**config.mk**
```make
export PLATFORM = sky130hd
export DESIGN_NAME = pulse_width_meter
export DESIGN_NICKNAME = d
export VERILOG_FILES = /design/src/rtl/pulse_width_meter.sv
export SDC_FILE = /design/constraint.sdc
export NUM_CORES = 1
export LEC_CHECK = 0
export CAP_MARGIN = 20
export CORE_MARGIN = 3
export CORE_UTILIZATION = 30
export DETAILED_ROUTE_END_ITERATION = 6
export SYNTH_ARGS = -nofsm -noshare
export SYNTH_HDL_FRONTEND = slang
export SYNTH_SLANG_ARGS = --single-unit
```
**constraint.sdc**
```tcl
create_clock -name clk -period 1.7 [get_ports clk]
set_input_delay 0.255 -clock clk [delete_from_list [all_inputs] [get_ports clk]]
set_output_delay 0.255 -clock clk [all_outputs]
set_load 0.01 [all_outputs]
```
**src/rtl/pulse_width_meter.sv**
```systemverilog
// Measures how many enabled cycles a synchronous level stays high and returns the count over valid/ready.
// Build option: define PULSE_WIDTH_METER_SAT_EN to saturate the count instead of wrapping it.
module pulse_width_meter #(
  parameter int WIDTH = 4
) (
  input  logic             clk,
  input  logic             rst,
  input  logic             enable,
  input  logic             pulse_in,
  output logic             out_valid,
  input  logic             out_ready,
  output logic [WIDTH-1:0] count,
  output logic             overflow,
  output logic             busy,
  output logic             dropped
);

  typedef enum logic [1:0] {
    IDLE    = 2'd0,
    MEASURE = 2'd1,
    HOLD    = 2'd2
  } state_t;

  localparam logic [WIDTH-1:0] CNT_ZERO = {WIDTH{1'b0}};
  localparam logic [WIDTH-1:0] CNT_ONE  = WIDTH'(1);
  localparam logic [WIDTH-1:0] CNT_MAX  = {WIDTH{1'b1}};

  state_t           state_q, state_d;
  logic             prev_q, prev_d;
  logic             armed_q, armed_d;
  logic [WIDTH-1:0] cnt_q, cnt_d;
  logic             ovf_q, ovf_d;
  logic             out_valid_q, out_valid_d;
  logic [WIDTH-1:0] count_q, count_d;
  logic             overflow_q, overflow_d;
  logic             busy_q, busy_d;
  logic             dropped_q, dropped_d;
  logic             rise_s;

  // Next-state and datapath logic for the measurement FSM.
  always_comb begin
    state_d     = state_q;
    prev_d      = pulse_in;
    // A rise only counts once a genuine low has been sampled, so a pulse already
    // high when reset is released is never partially measured.
    armed_d     = armed_q | ~pulse_in;
    cnt_d       = cnt_q;
    ovf_d       = ovf_q;
    out_valid_d = out_valid_q;
    count_d     = count_q;
    overflow_d  = overflow_q;
    dropped_d   = dropped_q;
    rise_s      = pulse_in & ~prev_q & armed_q;

    case (state_q)
      IDLE: begin
        if (rise_s) begin
          state_d = MEASURE;
          cnt_d   = enable ? CNT_ONE : CNT_ZERO;
          ovf_d   = 1'b0;
        end else begin
          state_d = IDLE;
        end
      end
      MEASURE: begin
        if (pulse_in) begin
          if (enable) begin
            if (cnt_q == CNT_MAX) begin
              ovf_d = 1'b1;
`ifdef PULSE_WIDTH_METER_SAT_EN
              cnt_d = CNT_MAX;
`else
              cnt_d = CNT_ZERO;
`endif
            end else begin
              cnt_d = cnt_q + CNT_ONE;
            end
          end else begin
            cnt_d = cnt_q;
          end
        end else begin
          count_d     = cnt_q;
          overflow_d  = ovf_q;
          out_valid_d = 1'b1;
          state_d     = HOLD;
        end
      end
      HOLD: begin
        if (rise_s) begin
          dropped_d = 1'b1;
        end else begin
          dropped_d = dropped_q;
        end
        if (out_valid_q && out_ready) begin
          out_valid_d = 1'b0;
          state_d     = IDLE;
        end else begin
          state_d     = HOLD;
        end
      end
      default: begin
        state_d     = IDLE;
        out_valid_d = 1'b0;
      end
    endcase

    busy_d = (state_d != IDLE);
  end

  // State and output registers with asynchronous active-low reset.
  always_ff @(posedge clk or negedge rst) begin
    if (!rst) begin
      state_q     <= IDLE;
      prev_q      <= 1'b0;
      armed_q     <= 1'b0;
      cnt_q       <= CNT_ZERO;
      ovf_q       <= 1'b0;
      out_valid_q <= 1'b0;
      count_q     <= CNT_ZERO;
      overflow_q  <= 1'b0;
      busy_q      <= 1'b0;
      dropped_q   <= 1'b0;
    end else begin
      state_q     <= state_d;
      prev_q      <= prev_d;
      armed_q     <= armed_d;
      cnt_q       <= cnt_d;
      ovf_q       <= ovf_d;
      out_valid_q <= out_valid_d;
      count_q     <= count_d;
      overflow_q  <= overflow_d;
      busy_q      <= busy_d;
      dropped_q   <= dropped_d;
    end
  end

  assign out_valid = out_valid_q;
  assign count     = count_q;
  assign overflow  = overflow_q;
  assign busy      = busy_q;
  assign dropped   = dropped_q;

endmodule

```
Yosys cells after proc, flatten, opt, wreduce, memory -nomap -nowiden:

Cells that the tools add are included.

* register bits after elaboration: 17
* input port bits: 5
* output and inout port bits: 8
* word-level logic and storage cells: 53

* add/subtract/negate cells: 1
* eq/ne operators: 9
* multiplexer cells: 18
* bitwise operators: 6
* reduce and logical (&&, ||, !) cells: 9

Operator list (count)
* 2-to-1 mux 4 bit: 4
* inequality test 2 bit (second input constant): 6
* 2-to-1 mux 1 bit: 8
* one-hot mux 4 bit (2 select lines): 1
* one-hot mux 2 bit (3 select lines): 1
* AND reduction 5 bit: 1
* adder 4 x 1 -> 4 bit (second input constant): 1
* equality test 4 bit (second input constant): 1
* 2-to-1 mux 2 bit: 2
* AND reduction 2 bit: 2
* AND reduction 4 bit: 1
* nonzero test 2 bit: 2
* inverter 1 bit: 3
* one-hot mux 1 bit (3 select lines): 1
* AND reduction 3 bit: 1
* AND 1 bit: 2
* equality test 2 x 1 -> 1 bit (second input constant): 1
* equality test 2 bit (second input constant): 1
* zero test 2 bit: 1
* one-hot mux 1 bit (2 select lines): 1
* logical AND 1 bit: 1
* bitwise OR 1 bit: 1

Logic depth before layout (Yosys ltp):

* word-level depth: 6
* gate-level depth with buffers: 4
* depth with buffers taken out: 4

Least setup slack after synthesis:

Ideal clock, no wire load.

* path kind: reg-to-reg
* start: register state_q[0]
* end: register cnt_q[0]
* library setup time: 128 ps
* data arrival time: 1263 ps
* required time: 1572 ps
* setup slack: 309 ps
* stages on the path, launching flop included: 4
* buffers on the path: 0
* period minus slack after synthesis: 1391 ps
* cells stage by stage: dfrtp_1 or3b_4 a21boi_4 mux2_1

* cells in the longest elaborated chain, start to end: 3
* elaborated cells between the ends (all ways): 8
* those cells by class: 4 x eq/ne; 1 x mux; 3 x reduce/logical

Ends and longest elaborated chain
* from (decl): line 28 `state_t state_q, state_d;`
* from (signal assigned): line 124 `state_q <= state_d;`
* equality test 2 x 1 -> 1 bit / zero test 2 bit (equally long branches): line 55 `case (state_q)`
* inequality test 2 bit (no line) / nonzero test 2 bit (equally long branches)
* AND reduction 4 bit (no line)
* to (signal assigned): line 127 `cnt_q <= cnt_d;`
* to (decl): line 31 `logic [WIDTH-1:0] cnt_q, cnt_d;`

Parallel ways exist; a longest one is shown, timed or not.
A chain may end at the register's enable or synchronous reset.

Worst setup path in the final report:

* start: register out_valid_q (netlist: out_valid)
* end: output out_valid

RTL lines
* from (decl): line 33 `logic out_valid_q, out_valid_d;`
* from (signal assigned): line 129 `out_valid_q <= out_valid_d;`
* to (decl): line 10 `output logic out_valid,`

No word-level cell between the ends.

==> key figures <==
STA
  • Max Slew Vio Count: 0
  • Sum Neg Setup Slack: 0 ps
  • Final min period: 1480 ps
  • Hold_ws: 275 ps
  • Final worst path period share: 87.3%
  • RSZ-0062 raised after global routing: false
  • Fin. Hold Viols: 0
  • # setup viols final: 0
  • Clock skew: 2.04 ps
  • Max transition margin: 67.3%
  • Slew of the pin with the lowest slew margin: 489 ps
  • Max Clock Freq: 0.674 GHz

Yosys
  • Post-synth top area cell: dfrtp_1
  • Distinct cell type count after synthesis: 32
  • Cells after Synth: 64
  • Count leader, synth: dfrtp_1
  • Synth async-reset ratio: 100%
  • Top cells by count, synth: 17 x dfrtp_1, 6 x inv_1, 5 x mux2_2
  • Seq cells post-synth: 17
  • Average size of a mapped cell: 12.3 µm²
  • Cell area after technology mapping: 790 µm²
  • Post-synth top flop: dfrtp_1
  • EDFF count, synth: 0
  • Synth Net Count: 70
  • Sequential fraction of the synthesis area: 53.9%
  • Synth top area share: 53.9%
  • Yosys Warn Count: 0
  • Top area cells in the synthesized netlist: dfrtp_1 54%, mux2_2 7.1%, inv_1 2.9%

CTS
  • TritonCTS clock tree: done
  • Num CTS Buffers: 3
  • H-Tree Depth: 1
  • Postcts setup bufs: 0
  • Longest Clk Path Bufs: 2
  • Hold buffer count at cts: 0
  • # clock sinks: 17
  • PostCTS Resize Cnt: 0
  • Worst-skew pair later-pin latency: 290 ps
  • Clock tree root buffer cell: clkbuf_4
  • Clock transition at path regs: 100 ps

Placed design
  • RePlAce Congestion: 0.805
  • Estimated wirelength of the detail-placed design: 1100 µm
  • IO buf count: 12

Floorplanning
  • Die Wd: 57.3 µm
  • Row count: 17
  • Core area: 2360 µm²
  • Die height: 57.3 µm
  • Die area: 3280 µm²
  • Initial core utilization: 33.4%
  • I/O pins: 13

Worst setup path
  • Worst setup SP type: flip-flop
  • Worst path arrival time: 1230 ps
  • Worst Setup End Kind: output pin
  • Critical path's slowest cell: clkdlybuf4s50_1
  • Critical-path cell list: clkdlybuf4s50_1
  • R2R setup slack: 230 ps
  • Req. time, crit path: 1440 ps
  • Buf/Inv on CP: 1
  • Worst Setup Path Type: flip-flop to output pin
  • Crit-path max cell delay: 550 ps
  • Cell family with most CP delay: buffers and inverters
  • CP max FO: 4

GRT
  • Number of global-route vias before repair: 549
  • Initial antenna violation count: 0
  • Remaining Overflow, GRT: 0
  • Total track usage: 10.1%
  • First-pass GRT wire length: 2590 µm
  • Largest net degree at the start of global routing: 18

Run status
  • Status: finished clean

Final layout
  • ANT cells: 0
  • Share of post-route cells with drive strength above 1: 27.9%
  • Layout net count: 93
  • Area delta synth->final: 28.8%
  • Final Util: 43.1%

Pwr
  • Peak VDD IR: 0.615 mV
  • Power Density: 1370 nW/µm²
  • Post-route total power: 0.00139 W
  • LEAKAGE: 0.454 nW

Route
  • DRT iter0 DRCs: 3
  • Drt pass-1 iters: 4
  • Routed Antenna Nets: 0
  • Wire per inst: 13.2 µm
  • DR vias/cell: 4.92
  • Drt drc: 0
  • Final wirelength: 1500 µm
  • Vias: 561

Run
  • MaxCap Viol Count: 0

Worst hold path
  • Min-Delay Path Class: primary input to async pin
## path summary, 6_finish.rpt
check	from	end	cells after the start
worst max-delay path	out_valid	out_valid	1
worst min-delay path	rst	ovf_q	2
worst max register to register	state_q[1]	count[2]	2
worst min register to register	dropped	dropped	1
max in group asynchronous	rst	count[1]	2
min in group clk	dropped	dropped	1
## flip-flops by register name, summed over array words and instances, names as in the netlist
name and cells:
armed_q 1, busy 1, dropped 1, count 4, state_q 2, ovf_q 1
out_valid 1, cnt_q 4, overflow 1, prev_q 1
## metal layers
metal	global-route usage [%]	vias to the layer above	wire (µm)
li1	-	276	-
met1	14.9	272	723
met2	13.9	11	721
met3	2.26	2	43
met4	4.97	0	14
met5	0	-	0
## cell type report
type	instances	area [µm²]
Sequential cell	17	425
Tap cell	28	35.0
Timing Repair Buffer	19	173
Inverter	6	22.5
Clock buffer	3	22.5
Clock inverter	1	5.00
Multi-Input combinational cell	40	334
Fill cell	227	1340
## placed cells by master (no fill, tap or decap)
cell type	netlist	routed
dfrtp_1	17	17
clkdlybuf4s50_1	0	12
buf_4	1	7
inv_1	6	6
mux2_2	5	5
a21oi_1	3	3
nand2_1	3	3
clkbuf_4	0	3
nor2b_1	2	2
o211ai_1	2	2
o2bb2ai_1	2	2
nor2b_2	1	1
o21a_1	1	1
nor3b_2	1	1
a21o_2	1	1
nand2b_1	1	1
or2_2	1	1
a41o_1	1	1
and2b_2	1	1
or3b_4	1	1
a21boi_4	1	1
mux2i_1	1	1
and3_1	1	1
or3b_1	1	1
o22ai_1	1	1
mux2_1	1	1
and4b_1	1	1
nand4_1	1	1
and4bb_2	1	1
a41oi_1	1	1
o21ai_0	1	1
a31oi_1	1	1
nor2_1	1	1
ha_1	1	1
clkinv_2	0	1
## power breakdown
group          total (W)  switching (W)  internal, W
clock network   0.000217       0.000130    0.0000874
registers       0.000674       0.000130     0.000544
logic           0.000503       0.000192     0.000311
total            0.00139       0.000451     0.000942
## kinds of logic after synthesis
group                    Yosys count  synth area share [%]
AO/OA/AOI/OAI                     15                  15.1
adder cells (fa/ha/maj)            1                  1.58
buffers and inverters              7                  3.80
flip-flops                        17                  53.9
multiplexers                       7                  9.83
AND/OR/NAND/NOR                   17                  15.8
## metrics by stage
stage | cells | setup WS [ps] | cell area, µm²
CTS | 114 | 169 | 1020
global placement | 110 | 14.5 | 990
detailed placement | 110 | -52.3 | 990
floorplan | 64 | 309 | 790
global route | 114 | 123 | 1020
finish | 114 | 216 | 1020
Power figures use the tool's default switching activity.
==> patch (same flow settings) <==
Re-encode `state_t` (3 states) as one-hot, 3 bits wide.
--- a/src/rtl/pulse_width_meter.sv
+++ b/src/rtl/pulse_width_meter.sv
@@ -15,10 +15,10 @@
   output logic             dropped
 );
 
-  typedef enum logic [1:0] {
-    IDLE    = 2'd0,
-    MEASURE = 2'd1,
-    HOLD    = 2'd2
+  typedef enum logic [2:0] {
+    IDLE    = 3'b001,
+    MEASURE = 3'b010,
+    HOLD    = 3'b100
   } state_t;
 
   localparam logic [WIDTH-1:0] CNT_ZERO = {WIDTH{1'b0}};
Check against the original RTL: no difference found for any inputs over 10 cycles, from zero or initial values and one cycle with rst low; not proved beyond that.
==> patch against the unedited design <==
Utilization increased by 0.15 points. Routed wire length rose by 6.5%. Hold slack worse by 12 ps. Final area grew 10%. Sequential cell count rose by 1. Area after synthesis grew 8.6%. Setup slack worse by 140 ps. Critical path type is now reg2reg.
Power is not compared: it rests on default switching activity, and its combinational part moved more than twofold at a synthesized area within 25%.
==> patch: results (changes against the unedited design) <==
status finished clean; Setup Skew 11.9 ps (+9.87 ps); Filler Cell Count 244 (+7.5%); first-pass GRT wire length 2700 um (+4.0%); Distinct cells, synth 31 (-3.1%); pre-CTS WS 4.35 ps (+56.6 ps); dominant cells by area after synthesis dfrtp_1 50%, mux2_2 6.6%, nand2_1 3.9%, nand2b_1 3.6%, dfstp_2 3.1%; internal power 0.729 mW; Post-DP HPWL 1160 um (+5.7%); I/O Buffers 12 (unchanged); Worst Hold Class in2async; kind of critical path reg2reg; CP Max Fanout 9 (+5); CP max-delay cell dfstp_2; initial antenna violation count 0 (unchanged); vias in the first global route 596 (+8.6%); clock-pin slew on the worst setup and hold paths 110 ps; Reg2Reg Depth 4 (+2); routed vias/inst 4.88 (-0.88%); H-tree Lvls 1 (unchanged); Worst Max-Slew Pin Slew 232 ps (-257 ps); routed wire length 1600 um (+6.5%); Final nets 108 (+16%); worst path arrival time 1820 ps (+590 ps); Num CTS Buffers 3 (unchanged); commonest register cell after synthesis dfrtp_1; Worst R2R End cnt_q[0]; Placed Area 1070 um2 (+8.6%); Yosys Warn Count 0 (unchanged); Pleak 0.485 nW; Mapped Nets 82 (+17%); clk root buf clkbuf_4; Largest stage delay, worst path 550 ps (about the same); Antenna diodes 0 (unchanged); pin count of the biggest net entering global routing 19 (+1); Max Fclk 617 MHz (-8.5%); worst skew pair latency 300 ps; ys async rst share 1.00 (unchanged); R2R setup slack 80 ps (-150 ps); maximum VDD drop 0.000540 V; post-synthesis sequential area ratio 0.527 (-0.0118); Initial DRT Pass Iterations 4 (unchanged); gr usage total 0.102 (+0.000766); share of layout cells above drive strength 1 0.248 (-0.0315); gpl congestion 0.799 (-0.68%); Synth top cells by count 17 x dfrtp_1, 9 x nand2_1, 5 x mux2_2, 5 x nand2b_1, 5 x nand3_1; CTS Buffer Depth 2 (unchanged); First DRT Iteration DRCs 35 (+32); Crit. Startpoint state_q[0]
[patch: metal layers]
metal	vias to the layer above	wire length, um	share of wire	global-route usage
li1	327	-	-	-
met1	294	792	0.49	0.135
met2	16	681	0.43	0.153
met3	2	112	0.070	0.0414
met4	0	15	0.0094	0.0291
met5	-	0	0	0
[patch: logic make-up (layout without fill, tap and decap cells)]
family          after synthesis  in the layout  synth area share
flops                        18             18             0.527
mux                           5              5            0.0657
compound gates               14             14             0.115
buf+inv                       3             28            0.0307
fa+ha+maj                     1              1            0.0146
simple gates                 35             35             0.247
[patch: cell type report]
type                       count  area share
inverter                       1     0.00335
timing repair buffer          23       0.181
tap                           30      0.0335
multi-input combinational     55       0.346
clock buffer                   4      0.0324
sequential                    18       0.403
[patch: power groups by stage]
stage | registers, mW | logic, mW | clock network (mW)
2_1_floorplan | 0.519 | 0.0942 | 0
3_3_place_gp | 0.512 | 0.209 | 0
5_1_grt | 0.512 | 0.232 | 0.294
4_1_cts | 0.503 | 0.212 | 0.280
3_5_place_dp | 0.512 | 0.210 | 0
6_report | 0.502 | 0.212 | 0.267
[patch: metrics by stage]
stage | std cells | power, mW | util
CTS | 131 | 0.995 | 0.429
global route | 131 | 1.04 | 0.432
finish | 131 | 0.981 | 0.432
detailed placement | 127 | 0.722 | 0.415
floorplan | 76 | 0.614 | -
global placement | 127 | 0.721 | 0.415
[patch: repair_timing]
action,4_1_cts,5_1_grt
resized for setup,0,1
setup buffers,0,0
endpoints found under the setup margin,0,1
[patch: worst min-delay path by stage]
stage / start / to / slack, ps / depth (start not counted)
after floorplan: rst / armed_q / -40 / 0
after global placement: dropped / dropped / 450 / 1
after detailed placement: dropped / dropped / 490 / 1
after CTS: rst / out_valid / 270 / 2
after global routing: rst / out_valid / 270 / 2
final: rst / out_valid / 260 / 2
[patch: worst max-delay path, delay by kind of cell, from the launching register on]
| kind | cells | cell delay, ps |
|---|---|---|
| simple gates | 3 | 660 |
| compound gates | 1 | 310 |
| flops | 1 | 550 |
